--- config.mk ---
export PLATFORM = sky130hd
export DESIGN_NAME = popcount_accum
export DESIGN_NICKNAME = d
export VERILOG_FILES = /design/src/rtl/popcount_accum.sv
export SDC_FILE = /design/constraint.sdc
export NUM_CORES = 1
export LEC_CHECK = 0
export CAP_MARGIN = 20
export CORE_ASPECT_RATIO = 0.7
export CORE_MARGIN = 5
export CORE_UTILIZATION = 55
export DETAILED_ROUTE_END_ITERATION = 16
export PLACE_DENSITY = 0.86
export SETUP_SLACK_MARGIN = 0.3
export SLEW_MARGIN = 25
export SYNTH_ARGS = -nofsm -noshare
export SYNTH_HDL_FRONTEND = slang
export SYNTH_SLANG_ARGS = --single-unit
--- constraint.sdc ---
create_clock -name clk -period 4.5 [get_ports clk]
set_input_delay 0.9 -clock clk [delete_from_list [all_inputs] [get_ports clk]]
set_output_delay 0.9 -clock clk [all_outputs]
set_load 0.1 [all_outputs]
--- src/rtl/popcount_accum.sv ---
// Popcount engine: counts set bits per word (mode 0) or accumulates them over a
// frame with saturation (mode 1), with valid/ready handshakes on both sides.
module popcount_accum #(
  parameter int WIDTH = 10,
  parameter int ACC_W = 8
) (
  input  logic             clk,
  input  logic             rst_n,
  input  logic             in_valid,
  output logic             in_ready,
  input  logic [WIDTH-1:0] in_data,
  input  logic             in_last,
  input  logic             mode,
  input  logic [ACC_W-1:0] thresh,
  output logic             out_valid,
  input  logic             out_ready,
  output logic [ACC_W-1:0] out_count,
  output logic             out_ge,
  output logic             out_sat
);

  if (WIDTH < 1 || WIDTH > 64 || ACC_W < $clog2(WIDTH + 1)) begin : g_bad_params
    $error("popcount_accum: WIDTH must be 1..64 and ACC_W >= clog2(WIDTH+1)");
  end

  typedef enum logic [1:0] {IDLE, ACC, OUT} state_t;

  localparam logic [ACC_W-1:0] ACC_MAX = '1;

  state_t           state, state_next;
  logic [ACC_W-1:0] acc;
  logic             sat_q;
  logic             mode_q;
  logic             accept;
  logic             first;
  logic             frame_mode;
  logic             done;
  logic [ACC_W-1:0] pc;
  logic [ACC_W-1:0] acc_base;
  logic [ACC_W:0]   sum;
  logic [ACC_W-1:0] acc_next;
  logic             sat_next;

  assign accept = in_valid && in_ready;

  always_comb begin
    pc = '0;
    for (int i = 0; i < WIDTH; i++) begin
      pc = pc + ACC_W'(in_data[i]);
    end
  end

  // Any word arriving outside ACC opens a new frame, so mode is only taken then.
  always_comb begin
    first      = (state != ACC);
    frame_mode = first ? mode : mode_q;
    acc_base   = first ? '0 : acc;
    sum        = {1'b0, acc_base} + {1'b0, pc};
    acc_next   = pc;
    sat_next   = 1'b0;
    if (frame_mode) begin
      acc_next = sum[ACC_W] ? ACC_MAX : sum[ACC_W-1:0];
      sat_next = sum[ACC_W] | (~first & sat_q);
    end
    done = ~frame_mode | in_last;
  end

  always_ff @(posedge clk or negedge rst_n) begin
    if (!rst_n) begin
      state <= IDLE;
    end else begin
      state <= state_next;
    end
  end

  always_comb begin
    state_next = state;
    if (accept) begin
      state_next = done ? OUT : ACC;
    end else if (state == OUT && out_ready) begin
      state_next = IDLE;
    end
  end

  always_comb begin
    in_ready  = (state != OUT) || out_ready;
    out_valid = (state == OUT);
  end

  always_ff @(posedge clk or negedge rst_n) begin
    if (!rst_n) begin
      acc       <= '0;
      sat_q     <= 1'b0;
      mode_q    <= 1'b0;
      out_count <= '0;
      out_ge    <= 1'b0;
      out_sat   <= 1'b0;
    end else if (accept) begin
      if (first) begin
        mode_q <= mode;
      end
      acc   <= acc_next;
      sat_q <= sat_next;
      if (done) begin
        out_count <= acc_next;
        out_ge    <= (acc_next >= thresh);
        out_sat   <= sat_next;
      end
    end
  end

endmodule

# Word-level counts from Yosys, hierarchy flattened
# Cells that the tools add are included.
dict set report word_totals {
  output_inout_bits 12
  input_bits 24
  wordCells 39
  register_bits 22
}
dict set report op_classes {
  n_bitwise 5
  mux 8
  n_reduce_logical 5
  n_addsub 10
  eq_ne 3
  n_lt_le_gt_ge 1
}
# operator n
set op_table {}
lappend op_table {{2-to-1 mux 8 bit} 3}
lappend op_table {{adder 8 x 1 -> 8 bit} 2}
lappend op_table {{adder 8 x 8 -> 9 bit} 1}
lappend op_table {{adder 7 x 1 -> 8 bit} 1}
lappend op_table {{>= comparator 8 bit} 1}
lappend op_table {{adder 6 x 1 -> 7 bit} 1}
lappend op_table {{adder 5 x 1 -> 6 bit} 1}
lappend op_table {{2-to-1 mux 2 bit} 3}
lappend op_table {{adder 4 x 1 -> 5 bit} 1}
lappend op_table {{adder 3 x 1 -> 4 bit} 1}
lappend op_table {{adder 2 x 1 -> 3 bit} 1}
lappend op_table {{adder 1 x 1 -> 2 bit} 1}
lappend op_table {{== test 2 bit, second input constant} 1}
lappend op_table {{logical AND 1 bit} 2}
lappend op_table {{2-to-1 mux 1 bit} 2}
lappend op_table {{!= test 2 x 1 -> 1 bit, second input constant} 1}
lappend op_table {{!= test 2 bit, second input constant} 1}
lappend op_table {{inverter 1 bit} 2}
lappend op_table {{OR 1 bit} 2}
lappend op_table {{AND reduction 2 bit} 1}
lappend op_table {{nonzero test 2 bit} 1}
lappend op_table {{bitwise AND 1 bit} 1}
lappend op_table {{logical OR 1 bit} 1}

# Longest topological paths before layout
dict set report depth {
  ltp_word 13
  depth_mapped 21
  ltp_nobuf 21
}

# Worst setup path after synthesis
# No wires, ideal clock.
dict set report synth_path {
  path_kind {input port to flip-flop}
  from {input port in_data[0]}
  to {register out_ge}
  arrival_time_ns 5.187
  cell_stages 20
  t_required_ns 4.370
  path_slack_ns -0.816
  setup_ns 0.130
  path_cell_list {inv_1 fa_1 inv_1 fa_1 inv_1 fa_1 inv_1 ha_1 inv_1 fa_1 inv_1 fa_1 a21o_1 a21oi_1 o21bai_1 o311a_1 ha_1 a21o_1 a211oi_1 a21oi_1}
}
dict set report synth_via {
  elab_chain_len 13
}
# element line
set synth_lines {}
lappend synth_lines {{start, declared} 11} ;# input logic [WIDTH-1:0] in_data,
lappend synth_lines {{adder 1 x 1 -> 2 bit *} 49} ;# pc = pc + ACC_W'(in_data[i]);
lappend synth_lines {{adder 2 x 1 -> 3 bit *} 49}
lappend synth_lines {{adder 3 x 1 -> 4 bit *} 49}
lappend synth_lines {{adder 4 x 1 -> 5 bit *} 49}
lappend synth_lines {{adder 5 x 1 -> 6 bit *} 49}
lappend synth_lines {{adder 6 x 1 -> 7 bit *} 49}
lappend synth_lines {{adder 7 x 1 -> 8 bit *} 49}
lappend synth_lines {{adder 8 x 1 -> 8 bit * (2 in series)} 49}
lappend synth_lines {{adder 8 x 8 -> 9 bit} 58} ;# sum = {1'b0, acc_base} + {1'b0, pc};
lappend synth_lines {{2-to-1 mux 8 bit} 62} ;# acc_next = sum[ACC_W] ? ACC_MAX : sum[ACC_W-1:0];
lappend synth_lines {{2-to-1 mux 8 bit *} 61} ;# if (frame_mode) begin
lappend synth_lines {{named net acc_next[6]} 41} ;# logic [ACC_W-1:0] acc_next;
lappend synth_lines {{>= comparator 8 bit *} 106} ;# out_ge <= (acc_next >= thresh);
lappend synth_lines {{end signal, assigned} 106}
lappend synth_lines {{end, declared} 18} ;# output logic out_ge,
# The timed path passes the listed nets; every way through them passes the cells marked *.
# A chain may end at the register's enable or synchronous reset.

# Worst setup path in the final report
dict set report layout_path {
  from {input port in_data[1]}
  to {register out_ge}
}
# Same word-level chain as after synthesis.

==> flow_summary.toml <==
[cts]
cts_tree = "done"
clkTransAtPathRegs_ps = 90
cts-root-buf = "clkbuf_8"
numCtsBuffers = 3
cts.path.max_buffers = 2
clock_tree.htree_level_count = 1
clock_latency_ps = 270
ctsHoldBuffers = 0
cts.sinks = 22

[routing]
drt_iter0_drc = 195
postRouteWirelength_mm = 6.84
vias = 1886
vias_per_cell = 6.66
detail-route-antenna-nets = 0
avgRoutedWirePerCell_um = 24.2
drc = 0
firstDrtPassIters = 6

[cells_and_area]
area_growth_pct = 52.3
layout-drive-gt1-share_pct = 38.9
layout_commonest_cell = "buf_4"
multi_input_area_um2 = 1250
fillers = 110
fin_nets = 294
n_antenna_cell = 0
ff_latch_area_um2 = 551
mostFrequentLayoutCells = "28 x buf_4, 27 x clkdlybuf4s50_1, 22 x dfrtp_1, 17 x nand2_1, 17 x inv_1"
final_cell_area_um2 = 2600
utilization_pct = 90.2

[sta]
tns_ps = -8020
hold_violations = 0
period_share_pct = 122
max_freq_mhz = 183
final_max_slew_viol_count = 0
worst_pin_slew_ps = 983
rsz0062_at_grt = "true"
min_period_ps = 5470
fin_skew_ps = 11.3
setup_viol = 19
slew_headroom_pct = 34.3
fin_ws_ps = -974

[global_routing]
grt_overflow = 0
grt.total_usage_pct = 25.6
antenna_found_initial = 0
grt_pass1_vias = 1785
grt_pass1_wl_mm = 8.83
grt_start_max_net_pins = 23

[die]
design.portCount = 36
die-area_um2 = 4330
initial_core_util_pct = 59.2
coreArea_um2 = 2880
die_y_um = 56.6
die_x_um = 76.6
rows = 16

[synth]
syn-num-nets = 224
ys_ff_latch = 22
ys_types = 42
synth_seq_area_share_pct = 32.3
synth_area_per_cell_um2 = 9.53
synthCells = 179
ys_warn_count = 0
syn_area_um2 = 1710

[place]
placement.cell_area_um2 = 2230
place.gp.congestion = 0.880
dp_hpwl_mm = 3.47
place.port_buffers = 35

[critical_path]
timing_worst_setup_path_type = "in -> reg"
crit_family = "adder cells"
crit_start = "in_data[1]"
cp.depth = 22
crit_chain = "buf_6, inv_2, fa_1, inv_2, fa_1, inv_2, fa_1, inv_1, ha_2, inv_2, fa_2, xnor2_4, ha_4, buf_4, a21o_1, a21oi_4, o21bai_1, o311a_1, ha_4, a21o_1, a211oi_2, a21oi_1"
slowest_stage = "fa_1"
endpoint_kind = "register"
worstPathArrival_ps = 5630
start_kind = "input port"
reg2reg_from = "state[0]"
critPathBufInv = 7
crit_top_cell = "inv_2"
cp_max_fo = 4
r2r_cells = 12
cpPeakStageDelay_ps = 550
required_ps = 4650
ff2ff_setup_slack_ps = 1090

[power_and_ir_drop]
p_leak_nw = 1.22
power.density_nw_per_um2 = 537
ir_drop_mv = 0.552
power.total_mw = 1.40

[run_status]
status = "finished, violations left"
violations = "setup timing"

[min_path]
hold_depth = 1
min-delay-start = "mode_q"
worstHoldPathType = "reg -> reg"

[flow_run]
cap_violations = 0
-- Yosys cell counts (all sizes together) --
master / count / area [µm²]
a211oi: 4 / 47.5
a21o: 3 / 22.5
a21oi: 12 / 67.6
a32o: 2 / 20.0
and2: 5 / 31.3
and2b: 1 / 7.51
and3: 2 / 12.5
and3b: 1 / 8.76
buf: 3 / 30.0
dfrtp: 22 / 551
fa: 7 / 140
ha: 14 / 175
inv: 28 / 105
mux2: 8 / 90.1
mux2i: 2 / 20.0
nand2: 17 / 63.8
nand2b: 2 / 12.5
nand3: 3 / 20.0
nand3b: 2 / 15.0
nor2: 8 / 30.0
nor2b: 4 / 25.0
nor3: 2 / 10.0
nor3b: 1 / 7.51
o2111a: 1 / 11.3
o21a: 1 / 7.51
o21ai: 11 / 66.3
o21bai: 1 / 7.51
o311a: 1 / 10.0
o31ai: 6 / 50.1
or2: 1 / 6.26
or3b: 1 / 8.76
xnor2: 2 / 17.5
xor2: 1 / 8.76
-- layer usage --
layer | vias to the layer above | global-route usage, % | wire length [µm]
met2 | 200 | 43.2 | 3100
met1 | 878 | 30.8 | 2470
met3 | 62 | 6.87 | 777
met5 | - | 0 | 0
met4 | 0 | 11.5 | 487
li1 | 746 | - | -
-- sequential cells by signal, indices dropped and copies added (netlist names) --
name and cells:
out_ge 1, out_count 8, acc 8, mode_q 1
out_sat 1, sat_q 1, state 2
-- worst paths after layout --
check / end
min reg2reg: mode_q
max in group asynchronous: acc[5]
max reg2reg: out_ge
min in group asynchronous: acc[4]
max: out_ge
min: mode_q
-- cell families (layout without fill, tap and decap cells) --
logic type,after synthesis,after routing,share of synthesized area (%)
xor gates and xnor gates,3,3,1.54
adders and majority gates,21,21,18.5
DFF,22,22,32.3
and+or+nand+nor,50,50,15.2
muxes,10,10,6.45
AOI/OAI and AO/OA,42,42,18.2
buffers and inverters,31,99,7.92
-- through the flow --
stage	worst slack, ps	hold slack [ps]	std cells
after global placement	-1250	456	263
after CTS	-752	486	276
after global routing	-1030	526	283
after detailed placement	-1540	468	263
after floorplan	-562	442	179
final	-974	493	283
-- power by group --
part | internal (mW) | total (mW) | switching (mW) | leakage, nW
combinational | 0.414 | 0.989 | 0.576 | 0.918
clock | 0.0600 | 0.127 | 0.0673 | 0.0216
sequential | 0.244 | 0.279 | 0.0353 | 0.285
total | 0.717 | 1.40 | 0.678 | 1.22
-- repair_timing --
item | 4_1_cts | 5_1_grt
gates resized for setup | 42 | 29
gates cloned | 0 | 0
pin swaps | 29 | 32
endpoints found under the setup margin | 19 | 19
setup buffers | 10 | 7
-- cell type report --
cell class	count	share of cell area [%]
multi-input combinational	126	48.0
clock buffer	3	1.59
sequential	22	21.2
timing repair buffer	68	23.1
tap	36	1.73
inverter	28	4.33
No activity file was read; power rests on OpenSTA's default activity.
